**src/rtl/calc_pkg.sv**
```systemverilog
// ============================================================================
// Module   : calc_pkg
// Purpose  : Shared state, operator and key-class encodings for calc_ctrl.
// Revision : 1.0 - initial release
// ============================================================================
`default_nettype none

package calc_pkg;

  typedef enum logic [2:0] {
    S_A   = 3'd0,
    S_OP  = 3'd1,
    S_B   = 3'd2,
    S_RES = 3'd3,
    S_ERR = 3'd4
  } state_t;

  localparam logic [1:0] OP_NONE = 2'd0;
  localparam logic [1:0] OP_ADD  = 2'd1;
  localparam logic [1:0] OP_SUB  = 2'd2;

  typedef enum logic [1:0] {
    KC_NONE = 2'd0,
    KC_NUM  = 2'd1,
    KC_OP   = 2'd2,
    KC_EQ   = 2'd3
  } key_class_t;

  // Largest magnitude representable with ndig decimal digits.
  function automatic int calc_maxv(input int ndig);
    int v;
    v = 1;
    for (int i = 0; i < ndig; i++) v = v * 10;
    return v - 1;
  endfunction

endpackage

`default_nettype wire

```
**src/rtl/calc_if.sv**
```systemverilog
// ============================================================================
// Module   : calc_if
// Purpose  : Keypad event inputs and display outputs of the calculator.
// Revision : 1.0 - initial release
// ============================================================================
`default_nettype none

interface calc_if #(
  parameter int W = 16
);
  logic         key_valid;
  logic         is_number;
  logic         is_op;
  logic         is_eq;
  logic [3:0]   num_val;
  logic [1:0]   op_val;
  logic [W-2:0] disp_mag;
  logic         disp_neg;
  logic         err;
  logic [1:0]   op_pending;
  logic [2:0]   state_dbg;

  modport master (
    output key_valid, is_number, is_op, is_eq, num_val, op_val,
    input  disp_mag, disp_neg, err, op_pending, state_dbg
  );

  modport slave (
    input  key_valid, is_number, is_op, is_eq, num_val, op_val,
    output disp_mag, disp_neg, err, op_pending, state_dbg
  );
endinterface

`default_nettype wire

```
**src/rtl/calc_ctrl_key_event.sv**
```systemverilog
// ============================================================================
// Module   : key_event
// Purpose  : Rising-edge detect, priority classify and one-cycle key event.
// Revision : 1.0 - initial release
// ============================================================================
`default_nettype none

module key_event
  import calc_pkg::*;
(
  input  wire logic       clk,
  input  wire logic       reset,
  input  wire logic       key_valid_i,
  input  wire logic       is_number_i,
  input  wire logic       is_op_i,
  input  wire logic       is_eq_i,
  input  wire logic [3:0] num_val_i,
  input  wire logic [1:0] op_val_i,
  output logic            ev_valid_o,
  output key_class_t      ev_class_o,
  output logic [3:0]      ev_val_o
);

  logic       kv_q;
  logic       ev_valid_q, ev_valid_d;
  key_class_t class_q, class_d;
  logic [3:0] val_q, val_d;

  always_comb begin
    ev_valid_d = 1'b0;
    class_d    = KC_NONE;
    val_d      = 4'd0;
    if (key_valid_i && !kv_q) begin
      if (is_number_i) begin
        if (num_val_i <= 4'd9) begin
          ev_valid_d = 1'b1;
          class_d    = KC_NUM;
          val_d      = num_val_i;
        end
      end else if (is_op_i) begin
        if (op_val_i == OP_ADD || op_val_i == OP_SUB) begin
          ev_valid_d = 1'b1;
          class_d    = KC_OP;
          val_d      = {2'b00, op_val_i};
        end
      end else if (is_eq_i) begin
        ev_valid_d = 1'b1;
        class_d    = KC_EQ;
      end
    end
  end

  // Edge register resets high so a key held through reset is not an event.
  always_ff @(posedge clk) begin
    if (reset) begin
      kv_q       <= 1'b1;
      ev_valid_q <= 1'b0;
      class_q    <= KC_NONE;
      val_q      <= 4'd0;
    end else begin
      kv_q       <= key_valid_i;
      ev_valid_q <= ev_valid_d;
      class_q    <= class_d;
      val_q      <= val_d;
    end
  end

  assign ev_valid_o = ev_valid_q;
  assign ev_class_o = class_q;
  assign ev_val_o   = val_q;

endmodule

`default_nettype wire

```
**src/rtl/calc_ctrl.sv**
```systemverilog
// ============================================================================
// Module   : calc_ctrl
// Purpose  : Calculator sequencer: operand entry, signed add/sub, display.
// Revision : 1.0 - initial release
// ============================================================================
`default_nettype none

module calc_ctrl
  import calc_pkg::*;
#(
  parameter int NDIG = 4,
  parameter int W    = 16
) (
  input  wire logic clk,
  input  wire logic reset,
  calc_if.slave     bus
);

  localparam int                  CW     = $clog2(NDIG + 1);
  localparam logic [CW-1:0]       c_NDIG = CW'(NDIG);
  localparam logic signed [W-1:0] c_MAXV = W'(calc_maxv(NDIG));

  logic       ev_valid;
  key_class_t ev_class;
  logic [3:0] ev_val;

  key_event u_key_event (
    .clk         (clk),
    .reset       (reset),
    .key_valid_i (bus.key_valid),
    .is_number_i (bus.is_number),
    .is_op_i     (bus.is_op),
    .is_eq_i     (bus.is_eq),
    .num_val_i   (bus.num_val),
    .op_val_i    (bus.op_val),
    .ev_valid_o  (ev_valid),
    .ev_class_o  (ev_class),
    .ev_val_o    (ev_val)
  );

  state_t              state_q, state_d;
  logic signed [W-1:0] a_q, a_d, b_q, b_d, r_q, r_d;
  logic [CW-1:0]       cnt_q, cnt_d;
  logic [1:0]          op_q, op_d;
  logic [W-2:0]        mag_q, mag_d;
  logic                neg_q, neg_d, err_q, err_d;

  logic signed [W-1:0] w_digit, w_acc_a, w_acc_b, w_res, w_disp, w_abs;
  logic                w_res_ok, w_cnt_ok;
  logic [1:0]          w_evop;

  assign w_digit  = $signed({{(W-4){1'b0}}, ev_val});
  assign w_acc_a  = (a_q <<< 3) + (a_q <<< 1) + w_digit;
  assign w_acc_b  = (b_q <<< 3) + (b_q <<< 1) + w_digit;
  assign w_res    = (op_q == OP_SUB) ? (a_q - b_q) : (a_q + b_q);
  assign w_res_ok = (w_res <= c_MAXV) && (w_res >= -c_MAXV);
  assign w_cnt_ok = (cnt_q < c_NDIG);
  assign w_evop   = ev_val[1:0];

  always_comb begin
    state_d = state_q;
    a_d     = a_q;
    b_d     = b_q;
    r_d     = r_q;
    cnt_d   = cnt_q;
    op_d    = op_q;
    if (ev_valid) begin
      case (state_q)
        S_A: begin
          if (ev_class == KC_NUM && w_cnt_ok) begin
            a_d   = w_acc_a;
            cnt_d = cnt_q + CW'(1);
          end else if (ev_class == KC_OP) begin
            op_d    = w_evop;
            cnt_d   = '0;
            state_d = S_OP;
          end
        end
        S_OP: begin
          if (ev_class == KC_NUM) begin
            b_d     = w_digit;
            cnt_d   = CW'(1);
            state_d = S_B;
          end else if (ev_class == KC_OP) begin
            op_d = w_evop;
          end
        end
        S_B: begin
          if (ev_class == KC_NUM && w_cnt_ok) begin
            b_d   = w_acc_b;
            cnt_d = cnt_q + CW'(1);
          end else if (ev_class == KC_OP) begin
            r_d = w_res;
            if (w_res_ok) begin
              a_d     = w_res;
              op_d    = w_evop;
              cnt_d   = '0;
              state_d = S_OP;
            end else begin
              state_d = S_ERR;
            end
          end else if (ev_class == KC_EQ) begin
            r_d     = w_res;
            state_d = w_res_ok ? S_RES : S_ERR;
          end
        end
        S_RES: begin
          if (ev_class == KC_NUM) begin
            a_d     = w_digit;
            b_d     = '0;
            cnt_d   = CW'(1);
            op_d    = OP_NONE;
            state_d = S_A;
          end else if (ev_class == KC_OP) begin
            a_d     = r_q;
            op_d    = w_evop;
            cnt_d   = '0;
            state_d = S_OP;
          end
        end
        S_ERR: begin
          if (ev_class == KC_EQ) begin
            a_d     = '0;
            b_d     = '0;
            r_d     = '0;
            cnt_d   = '0;
            op_d    = OP_NONE;
            state_d = S_A;
          end
        end
        default: state_d = S_A;
      endcase
    end
  end

  // Display follows the next state so it changes on the same edge as the FSM.
  always_comb begin
    w_disp = '0;
    case (state_d)
      S_A, S_OP: w_disp = a_d;
      S_B:       w_disp = b_d;
      S_RES:     w_disp = r_d;
      default:   w_disp = '0;
    endcase
    neg_d = (w_disp < 0);
    w_abs = neg_d ? -w_disp : w_disp;
    mag_d = w_abs[W-2:0];
    err_d = (state_d == S_ERR);
  end

  always_ff @(posedge clk) begin
    if (reset) begin
      state_q <= S_A;
      a_q     <= '0;
      b_q     <= '0;
      r_q     <= '0;
      cnt_q   <= '0;
      op_q    <= OP_NONE;
      mag_q   <= '0;
      neg_q   <= 1'b0;
      err_q   <= 1'b0;
    end else begin
      state_q <= state_d;
      a_q     <= a_d;
      b_q     <= b_d;
      r_q     <= r_d;
      cnt_q   <= cnt_d;
      op_q    <= op_d;
      mag_q   <= mag_d;
      neg_q   <= neg_d;
      err_q   <= err_d;
    end
  end

  assign bus.disp_mag   = mag_q;
  assign bus.disp_neg   = neg_q;
  assign bus.err        = err_q;
  assign bus.op_pending = op_q;
  assign bus.state_dbg  = state_q;

endmodule

`default_nettype wire

```
**src/flat_wrapper.sv**
```systemverilog
// flat-port wrapper written by rule: the top's interface ports become plain ports
module calc_ctrl_flat import calc_pkg::*;
#(
  parameter int NDIG = 4,
  parameter int W    = 16
)
  (clk, reset, bus_key_valid, bus_is_number, bus_is_op, bus_is_eq, bus_num_val, bus_op_val, bus_disp_mag, bus_disp_neg, bus_err, bus_op_pending, bus_state_dbg);
  calc_if #(.W(W)) bus_i ();
  input  wire logic clk;
  input  wire logic reset;
  input wire logic [$bits(bus_i.key_valid)-1:0] bus_key_valid;
  input wire logic [$bits(bus_i.is_number)-1:0] bus_is_number;
  input wire logic [$bits(bus_i.is_op)-1:0] bus_is_op;
  input wire logic [$bits(bus_i.is_eq)-1:0] bus_is_eq;
  input wire logic [$bits(bus_i.num_val)-1:0] bus_num_val;
  input wire logic [$bits(bus_i.op_val)-1:0] bus_op_val;
  output wire logic [$bits(bus_i.disp_mag)-1:0] bus_disp_mag;
  output wire logic [$bits(bus_i.disp_neg)-1:0] bus_disp_neg;
  output wire logic [$bits(bus_i.err)-1:0] bus_err;
  output wire logic [$bits(bus_i.op_pending)-1:0] bus_op_pending;
  output wire logic [$bits(bus_i.state_dbg)-1:0] bus_state_dbg;
  assign bus_i.key_valid = bus_key_valid;
  assign bus_i.is_number = bus_is_number;
  assign bus_i.is_op = bus_is_op;
  assign bus_i.is_eq = bus_is_eq;
  assign bus_i.num_val = bus_num_val;
  assign bus_i.op_val = bus_op_val;
  assign bus_disp_mag = bus_i.disp_mag;
  assign bus_disp_neg = bus_i.disp_neg;
  assign bus_err = bus_i.err;
  assign bus_op_pending = bus_i.op_pending;
  assign bus_state_dbg = bus_i.state_dbg;
  calc_ctrl #(.NDIG(NDIG), .W(W)) u_core (.clk(clk), .reset(reset), .bus(bus_i));
endmodule
```
**config.mk**
```make
export PLATFORM = sky130hd
export DESIGN_NAME = calc_ctrl_flat
export DESIGN_NICKNAME = d
export VERILOG_FILES = /design/src/rtl/calc_pkg.sv /design/src/rtl/calc_if.sv /design/src/rtl/calc_ctrl_key_event.sv /design/src/rtl/calc_ctrl.sv /design/src/flat_wrapper.sv
export SDC_FILE = /design/constraint.sdc
export NUM_CORES = 1
export LEC_CHECK = 0
export BUFFER_PORTS_ARGS = -buffer_cell sky130_fd_sc_hd__buf_4
export CELL_PAD_IN_SITES_DETAIL_PLACEMENT = 1
export CELL_PAD_IN_SITES_GLOBAL_PLACEMENT = 1
export CORE_UTILIZATION = 51
export DETAILED_ROUTE_END_ITERATION = 10
export HOLD_SLACK_MARGIN = 0.12
export MAX_ROUTING_LAYER = met4
export PLACE_DENSITY = 0.95
export RECOVER_POWER = 25
export SYNTH_ARGS = -nofsm -noshare
export SYNTH_HDL_FRONTEND = slang
export SYNTH_SLANG_ARGS = --single-unit
```
**constraint.sdc**
```tcl
create_clock -name clk -period 10.54 [get_ports clk]
set_input_delay 0.527 -clock clk [delete_from_list [all_inputs] [get_ports clk]]
set_output_delay 0.527 -clock clk [all_outputs]
set_load 0.05 [all_outputs]
```
==> metrics, run 1 <==
period utilisation layout 0.644; Iter 0 DRT Violations 953; largest net degree at the start of global routing 68; Synth Instances 1,046; I/O Buffers 33; crit path kind reg -> reg; Post-CTS Setup Bufs 0; Routed WL 30,300 µm; layout cells sized above 1 0.0648; Mapped Area 8080 µm²; First-pass DRT Iterations 6; Hold WC Path Type in -> reg; Inst Count DP 1,244; antenna violations before repair 0; sequential cell area fraction in the yosys report 0.201; Die X 128 µm; first-pass GRT wire length 47,700 µm; CTS resizes 0; # IOs 34; core region area 15,300 µm²; TritonCTS Sinks 81; total grt overflow 0; hold violation count in the final report 0; unrepaired setup endpoints after global routing no; synth cell count leaders 117 x nor2_1, 83 x a21oi_1, 81 x dfxtp_1; Die ar. 16,300 µm²; number of global-route vias before repair 8,739; Cell Pwr Density 89.4 nW/µm²; Die Ht 128 µm; Mean Syn Cell Area 7.72 µm²; clock buffer depth 2; Inserted Diodes 0; Sum Neg Setup Slack 0 ps; Final Power 768 µW; H-tree Lvls 3; final clock skew 9.94 ps; Worst-Skew Late Latency 360 ps; Slew headroom -1.16; number of synthesized flops with an enable pin 0; Synth area leaders dfxtp_1 20%, ha_1 11%, nor2_1 5.4%; row count 45; FMAX 0.147 GHz; Leakage Power 0.00362 µW; clock slew at reported path FFs 70 ps; Max rail drop VDD 79.6 µV; count leader, synth nor2_1; fin. max-slew vios 68; Arrival @ worst endpoint 7040 ps; met2 WL post-DR 13,600 µm; nets@finish 1,133; Non-Filler Instances 1,260; Via density 6.97; status finished, violations left; FF+latch count, synth 81; Critical Path End Type flip-flop; slowest CP cell o31a_1; routability cong. 0.972; CTS tree done; Final Util 0.561; CTS Buf Count 9; Slew @ Worst Pin 3250 ps; Synth-to-Final Area Change 6.34%; # hold bufs at CTS 0; vias 8,783; CP startpoint kind flip-flop; post-DP HPWL 23,000 µm; Worst path max stage delay 610 ps; uppermost layer routed met4; Mapped Nets 1,135; synth unique cells 90; Yosys top cell area share 0.201; residual DRC count 0; final setup violation count 0; synth warn 0; WL/cell 24.0 µm; Met1 Wirelength 12,100 µm; WP data required 10,790 ps; initial core utilization 0.527; max-cap viol count 1; Max Fanout on Critical Path 14; predominant post-synthesis flop cell dfxtp_1; Tmin final 6790 ps; violated checks max-capacitance violations, max-slew violations; Root Driver clkbuf_16; post-route antenna net violation count 0; post-synth top area cell dfxtp_1; Crit path top cell by count or3_1; crit-path cells or3_1 -> or3_1 -> o41ai_1 -> xor2_1 -> ha_1 -> o21a_1 -> nor2_1 -> o21ai_0 -> o2bb2ai_1 -> and3b_1 -> a311o_1 -> and2_1 -> o31a_1 -> nand2_2 -> o22ai_2 -> inv_1 -> ha_1 -> inv_1 -> a31o_2 -> nor4_1 -> or3_1 -> a21oi_1; ys async rst share 0; met3 routed WL 2790 µm; GR Util All Layers 0.391
## cell usage in the layout, fill, tap and decap left out, types with 8 or more instances in the layout
master | Yosys | final
mux2i_1 | 22 | 22
and2_1 | 25 | 24
o21ai_0 | 71 | 71
nor2b_1 | 12 | 12
ha_1 | 72 | 72
a211oi_1 | 8 | 8
dfxtp_1 | 81 | 81
nor2_1 | 117 | 117
nand4_1 | 9 | 9
clkbuf_16 | 0 | 9
or3_1 | 18 | 18
xnor2_1 | 32 | 32
and3_1 | 12 | 12
nor3_1 | 21 | 21
a21oi_1 | 83 | 83
nand2_1 | 69 | 69
o211ai_1 | 17 | 17
xor2_1 | 14 | 14
a22oi_1 | 21 | 21
or2_2 | 8 | 8
a21o_1 | 17 | 17
nand3_1 | 35 | 35
nand2b_1 | 15 | 15
buf_4 | 4 | 18
o22ai_1 | 12 | 12
o2bb2ai_1 | 8 | 8
clkbuf_1 | 34 | 22
inv_1 | 32 | 32
o21a_1 | 10 | 10
## worst max-delay path: cells and delay by family, from the launching register on
kind / cells / cell delay (ps)
simple gates: 8 / 2380
buf+inv: 2 / 200
xor+xnor: 1 / 140
flops: 1 / 390
compound gates: 9 / 2920
fa+ha+maj: 2 / 670
## registers in the layout (all words and copies together), names as in the netlist, 3 cells and up
| name | count |
|---|---|
| u_core.cnt_q | 3 |
| u_core.a_q | 16 |
| u_core.bus.disp_mag | 15 |
| u_core.bus.state_dbg | 3 |
| u_core.u_key_event.ev_val_o | 4 |
| u_core.r_q | 16 |
| u_core.b_q | 16 |
## per-layer routing
| layer | vias to the layer above | GRT usage |
|---|---|---|
| met5 | - | - |
| met4 | 0 | 0.212 |
| met3 | 146 | 0.0735 |
| met2 | 478 | 0.615 |
| met1 | 4233 | 0.472 |
| li1 | 3926 | - |
## power by group
part	switching [µW]	internal (µW)
clock	142	174
sequential	6.35	309
combinational	96.2	40.8
total	244	523
## per-stage QoR
stage / hold slack [ps] / setup WS [ps] / area, µm²
after floorplan: 478 / 4950 / 8080
after global placement: 495 / 4200 / 8380
after detailed placement: 532 / 3930 / 8380
after CTS: 367 / 3870 / 8660
after global routing: 370 / 3210 / 8590
final: 363 / 3750 / 8590
## worst paths after layout
path                                     start                 endpoint  slack (ps)  cells after the start
worst max-delay path             u_core.b_q[3]   u_core.bus.disp_mag[8]        3750                     22
worst min-delay path             bus_key_valid  u_core.u_key_event.kv_q         360                      2
worst max register to register   u_core.b_q[3]   u_core.bus.disp_mag[8]        3750                     22
worst min register to register  u_core.r_q[15]           u_core.r_q[15]         550                      2
## logic make-up after synthesis
logic type,after synthesis,share of synthesized area
AO/OA/AOI/OAI,359,0.314
XOR/XNOR,46,0.0499
adder cells (fa/ha/maj),77,0.124
buffers and inverters,84,0.0459
flip-flops,81,0.201
multiplexers,29,0.0370
AND/OR/NAND/NOR,370,0.228
## cell type report
type | count | area, µm²
timing repair buffer | 38 | 210
sequential | 81 | 1620
clock buffer | 13 | 260
tap | 211 | 264
inverter | 33 | 124
clock inverter | 3 | 23.8
multi-input combinational | 881 | 6080
fill | 1933 | 6730
Power figures use the tool's default switching activity.
==> run 2, diff against run 1 <==
- ABC_AREA: not set -> 1
- CORE_UTILIZATION: 51 -> 41
- PLACE_DENSITY: 0.95 -> 0.86
- clock period: 10.54 -> 5.5 ns (I/O delays scaled with it)
==> metrics, run 2 <==
Worst path max stage delay 350 ps (-260 ps); first-pass GRT wire length 49,600 µm (+4.1%); period utilisation layout 0.949 (+0.305); clock buffer depth 2 (unchanged); Routed WL 32,200 µm (+6.3%); Via density 5.71 (-18%); hold_ws 141 ps (-221 ps); fin worst setup slack 280 ps (-3470 ps); top flop regs u_core.a_q x16, u_core.b_q x16, u_core.r_q x16; total grt overflow 0 (unchanged); CP startpoint kind flip-flop; Critical Path End Type flip-flop; Inserted Diodes 0 (unchanged); hold violation count in the final report 0 (unchanged); CTS Buf Count 9 (unchanged); # fillers 2,721 (+41%); I/O Buffers 33 (unchanged); TritonCTS Sinks 81 (unchanged); slowest CP cell dfxtp_2; FMAX 0.192 GHz (+30%); Mapped Area 8240 µm² (+2.1%); predominant post-synthesis flop cell dfxtp_1; Max Fanout on Critical Path 9 (-5); number of synthesized flops with an enable pin 0 (unchanged); synth cell count leaders 296 x nand2_1, 188 x inv_1, 145 x nor2_1; P_sw 415 µW (+70%); multi-input logic area 5830 µm² (-4.1%); Hold Path Depth 3 (+1); H-tree Lvls 3 (unchanged); sequential cell area fraction in the yosys report 0.197 (-0.00405); FF-to-FF End u_core.bus.disp_mag[14]; reg2reg start u_core.b_q[4]; max-cap viol count 0 (-1); Mean Syn Cell Area 6.28 µm² (-19%); largest net degree at the start of global routing 56 (-18%); Slew @ Worst Pin 803 ps (-2440 ps); Sw Ratio 0.281 (-0.0378); GR Util All Layers 0.327 (-0.0633); residual DRC count 0 (unchanged); Final Util 0.472 (-0.0886); hold path endpoint u_core.u_key_event.ev_val_o[3]; status finished clean; routability cong. 0.980 (+0.82%); Die X 144 µm (+12%); Synth Instances 1,312 (+25%); WP data required 5750 ps (-5040 ps); post-synth top area cell dfxtp_1; WL/cell 19.9 µm (-17%); reg2reg setup slack 280 ps (-3470 ps); Synth area leaders dfxtp_1 20%, nand2_1 13%, ha_1 11%; Mapped Nets 1,401 (+23%); Hold Crit Start bus_num_val[3]; clock slew at reported path FFs 70 ps (about the same); ys async rst share 0 (unchanged); # IOs 34 (unchanged); vias 9,252 (+5.3%); Final Power 1480 µW (+93%); post-route antenna net violation count 0 (unchanged); FF+latch area 1630 µm² (+0.39%); Root Driver clkbuf_16; Leakage Power 0.00452 µW (+25%); Iter 0 DRT Violations 720 (-24%); Sum Neg Setup Slack 0 ps (unchanged); Yosys top cell area share 0.197 (-0.00405); Hold WC Path Type in -> reg; Reg2Reg Depth 37 (+68%); fin. max-slew vios 0 (-100%); final clock skew 6.46 ps (-3.48 ps); count leader, synth nand2_1; synth unique cells 60 (-33%); pre-CTS WS 118 ps (-3810 ps); Gate power share 0.134 (-0.045); First-pass DRT Iterations 5 (-1); row count 51 (+13%); layout cells sized above 1 0.125 (+0.0606); Slew headroom 0.458 (+1.62); antenna violations before repair 0 (unchanged); Cell Pwr Density 160 nW/µm² (+79%); Tmin final 5220 ps (-1570 ps); FF+latch count, synth 81 (unchanged); Pint 1060 µW (+100%); Arrival @ worst endpoint 5470 ps (-1570 ps); synth warn 0 (unchanged); Synth-to-Final Area Change 12.2%; Seq pwr share 0.405 (-0.005); final setup violation count 0 (unchanged); Die ar. 20,700 µm² (+27%); crit path kind reg -> reg; number of global-route vias before repair 9,223 (+5.5%); CTS tree done; Max rail drop VDD 131 µV (+64%); Die Ht 144 µm (+12%); commonest non-fill, non-tap cells in the layout 291 x nand2_1, 187 x inv_1, 140 x nor2_1; Clk pwr share 0.461 (+0.050); commonest non-fill, non-tap cell in the layout nand2_1; nets@finish 1,440 (+27%); post-DP HPWL 24,700 µm (+7.2%); initial core utilization 0.421 (-0.107); Worst-Skew Late Latency 360 ps (about the same); core region area 19,600 µm² (+28%)
run 2: worst max-delay path by stage:
stage,to,cells after the start,slack [ps],start
3_3_place_gp,u_core.bus.disp_mag[14],38,350,u_core.b_q[0]
4_1_cts,u_core.bus.disp_mag[14],39,50,u_core.b_q[0]
5_1_grt,u_core.bus.disp_mag[12],39,-70,u_core.b_q[4]
3_5_place_dp,u_core.bus.disp_mag[14],39,120,u_core.b_q[0]
6_report,u_core.bus.disp_mag[14],37,280,u_core.b_q[4]
2_1_floorplan,u_core.bus.disp_mag[14],39,930,u_core.bus.op_pending[1]
run 2: cells by family after synthesis:
| kind of cell | share of synthesized area |
|---|---|
| compound gates | 0.184 |
| xor+xnor | 0.0298 |
| fa+ha+maj | 0.121 |
| buf+inv | 0.116 |
| flops | 0.197 |
| simple gates | 0.352 |
run 2: final cells by class:
cell class              count  share of cell area
clock buffers              11              0.0262
clock inverters             4             0.00825
inverters                 210              0.0861
multi-input cells         993               0.631
flip-flops and latches     81               0.176
well taps                 265              0.0359
repair buffers             56              0.0368
run 2: power groups by stage:
stage,registers (µW),logic (µW),clock network (µW)
after floorplan,618,119,0
after CTS,599,173,682
after detailed placement,613,172,0
after global routing,599,213,710
final,599,198,681
after global placement,612,167,0
run 2: through the flow:
stage	instance area (µm²)	cells
5_1_grt	9250	1620
3_5_place_dp	8740	1592
4_1_cts	9070	1608
6_report	9250	1620
3_3_place_gp	8740	1592
2_1_floorplan	8240	1312
run 2: critical path, delay by kind of cell, from the launching register on:
kind	cells	cell delay (ps)
xor+xnor	1	110
flops	1	350
buf+inv	3	290
simple gates	30	3750
compound gates	1	130
fa+ha+maj	2	490
run 2: repair_timing:
action	in CTS	in global routing
hold buffers	1	0
setup endpoints to repair	0	9
setup buffers	0	11
gates resized for setup	0	43
endpoints found under the hold margin	1	0
run 2: metal layers:
| layer | up-vias | global-route usage | part of all wire |
|---|---|---|---|
| li1 | 4378 | - | - |
| met1 | 4432 | 0.408 | 0.43 |
| met2 | 343 | 0.519 | 0.46 |
| met3 | 99 | 0.0410 | 0.066 |
| met4 | 0 | 0.167 | 0.050 |
| met5 | - | - | 0 |
==> run 3, diff against run 2 <==
- PLACE_DENSITY: 0.86 -> 0.87
- SYNTH_HIERARCHICAL: not set -> 1
==> metrics, run 3 <==
Non-Filler Instances 1,642 (+1.4%); Hold WC Path Type in -> reg; status finished clean; Routed WL 33,100 µm (+2.7%); commonest non-fill, non-tap cells in the layout 309 x nand2_1, 187 x inv_1, 158 x nor2_1; clock buffer depth 2 (unchanged); Max Fanout on Critical Path 19 (+10); core region area 19,700 µm² (+0.33%); predominant post-synthesis flop cell dfxtp_1; number of global-route vias before repair 9,486 (+2.9%); Crit path top cell by count nand2_1; Placed Area 8790 µm² (+0.50%); post-route antenna net violation count 0 (unchanged); vias 9,580 (+3.5%); Inserted Diodes 0 (unchanged); crit path kind reg -> reg; post-synth top area cell dfxtp_1; Mapped Area 8310 µm² (+0.80%); number of synthesized flops with an enable pin 0 (unchanged); hold path endpoint u_core/u_key_event/kv_q; WP data required 5720 ps (-30 ps); Mean Syn Cell Area 6.19 µm² (-1.5%); Synth Instances 1,343 (+2.4%); ys async rst share 0 (unchanged); Synth-to-Final Area Change 11.0%; Crit. Startpoint u_core/b_q[2]; FF-to-FF End u_core/bus.disp_mag[2]; Mapped Nets 1,432 (+2.2%); initial core utilization 0.423 (+0.00201); First-pass DRT Iterations 5 (unchanged); Inst Count DP 1,615 (+1.4%); hold violation count in the final report 0 (unchanged); post-DP HPWL 24,900 µm (+1.1%); Layout Cell Area excl Fill 9220 µm² (-0.31%); largest net degree at the start of global routing 55 (-1.8%); total grt overflow 0 (unchanged); Iter 0 DRT Violations 704 (-2.2%); residual DRC count 0 (unchanged); slowest CP cell o211ai_4; reg2reg start u_core/b_q[2]; final setup violation count 0 (unchanged); period utilisation layout 0.951 (+0.00238); Via density 5.83 (+2.2%); top flop regs u_core/a_q x16, u_core/b_q x16, u_core/r_q x16; sequential cell area fraction in the yosys report 0.195 (-0.00157); WL/cell 20.1 µm (+1.3%); fin. max-slew vios 0 (unchanged); Synth area leaders dfxtp_1 20%, nand2_1 14%, ha_1 11%; Max rail drop VDD 159 µV (+21%); # fillers 2,754 (+1.2%); clock slew at reported path FFs 60 ps (about the same); commonest non-fill, non-tap cell in the layout nand2_1; # IOs 34 (unchanged); synth cell count leaders 311 x nand2_1, 187 x inv_1, 163 x nor2_1; I/O Buffers 33 (unchanged); Die ar. 20,800 µm² (+0.79%); synth unique cells 60 (unchanged); Arrival @ worst endpoint 5460 ps (about the same); nets@finish 1,461 (+1.5%); first-pass GRT wire length 50,000 µm (+0.89%); Die X 144 µm (+0.40%); Slew headroom 0.386 (-0.0720); reg2reg setup slack 270 ps (about the same); CTS Buf Count 9 (unchanged); Leakage Power 0.00459 µW (+1.5%); CP startpoint kind flip-flop; # hold bufs at CTS 0 (-1); final clock skew 7.48 ps (+1.02 ps); FMAX 0.191 GHz (-0.25%); Hold Crit Start bus_key_valid; Worst path max stage delay 480 ps (+130 ps); FF+latch count, synth 81 (unchanged); CTS tree done; Yosys top cell area share 0.195 (-0.00157); TritonCTS Sinks 81 (unchanged); count leader, synth nand2_1; Critical Path End Type flip-flop; Reg2Reg Depth 34 (-8.1%); Worst-Skew Late Latency 350 ps (about the same); layout cells sized above 1 0.110 (-0.0151); row count 51 (unchanged); Die Ht 144 µm (+0.40%); max-cap viol count 0 (unchanged); Slew @ Worst Pin 915 ps (+113 ps); Cell Pwr Density 196 nW/µm² (+23%); Tmin final 5230 ps (+13.1 ps); H-tree Lvls 3 (unchanged); antenna violations before repair 0 (unchanged); synth warn 6 (+6); routability cong. 0.976 (-0.40%); Hold Path Depth 2 (-1); Root Driver clkbuf_16; GR Util All Layers 0.326 (-0.000885)
[run 3: cell count changes after synthesis, moves of 4 or more]
cell / before / now
a21o_1: 1 / 6
a21oi_1: 89 / 80
buf_1: 1 / 6
clkinv_1: 6 / 2
nand2_1: 296 / 311
nand2_2: 22 / 17
nand3_1: 87 / 74
nand3_2: 13 / 8
nor2_1: 145 / 163
o211ai_1: 9 / 17
o21ai_0: 80 / 87
o21ai_1: 7 / 13
[run 3: stage by stage]
| step | power (µW) | setup TNS (ps) | worst slack, ps | utilization | hold WS, ps |
|---|---|---|---|---|---|
| floorplan | 983 | 0 | 1100 | - | 379 |
| global placement | 1100 | 0 | 310 | 0.447 | 505 |
| detailed placement | 1120 | 0 | 77.0 | 0.447 | 510 |
| CTS | 1780 | 0 | 28.3 | 0.463 | 144 |
| global route | 1900 | -401 | -111 | 0.469 | 128 |
| finish | 1810 | 0 | 267 | 0.469 | 130 |
[run 3: critical path: cells and delay by family, from the launching register on]
| kind | cells | cell delay (ps) |
|---|---|---|
| xor gates and xnor gates | 1 | 250 |
| DFF | 1 | 410 |
| buffers and inverters | 5 | 640 |
| AOI/OAI and AO/OA | 3 | 750 |
| and+or+nand+nor | 24 | 2650 |
| adders and majority gates | 1 | 380 |
[run 3: worst max-delay path by stage]
| stage | endpoint | slack, ps | cells after the start |
|---|---|---|---|
| 6_report | u_core/bus.disp_mag[2] | 270 | 34 |
| 3_3_place_gp | u_core/bus.disp_mag[10] | 310 | 42 |
| 2_1_floorplan | u_core/bus.disp_mag[10] | 1100 | 38 |
| 3_5_place_dp | u_core/bus.disp_mag[10] | 80 | 42 |
| 5_1_grt | u_core/bus.disp_mag[10] | -110 | 36 |
| 4_1_cts | u_core/bus.disp_mag[14] | 30 | 41 |
[run 3: metal layers]
layer  vias up  GRT usage  part of all wire
met5         -          -                 0
li1       4440          -                 -
met3       104     0.0411             0.061
met4         0      0.180             0.054
met1      4635      0.400              0.42
met2       401      0.520              0.46
[run 3: layout make-up]
| cell class | instances | area [µm²] | share of cell area |
|---|---|---|---|
| flip-flops and latches | 81 | 1630 | 0.176 |
| well taps | 265 | 332 | 0.0360 |
| clock buffers | 9 | 225 | 0.0244 |
| clock inverters | 7 | 93.8 | 0.0102 |
| multi-input cells | 1018 | 5810 | 0.630 |
| inverters | 207 | 781 | 0.0847 |
| repair buffers | 55 | 349 | 0.0379 |
[run 3: timing repair]
item | 4_1_cts | 5_1_grt
hold endpoints to repair | 0 | 0
buffers inserted | 0 | 11
gates resized for setup | 0 | 30
setup endpoints to repair | 0 | 15
[run 3: logic make-up after synthesis]
logic type	count (synthesis)	share of synthesized area
DFF	81	0.195
buffers and inverters	244	0.117
adders and majority gates	77	0.120
xor gates and xnor gates	33	0.0357
and+or+nand+nor	636	0.335
AOI/OAI and AO/OA	272	0.197
[run 3: power breakdown]
| part | switching (µW) | internal (µW) | total, µW |
|---|---|---|---|
| Sequential | 8.32 | 592 | 601 |
| Combinational | 383 | 162 | 544 |
| Clock | 265 | 398 | 662 |
| Total | 655 | 1150 | 1810 |
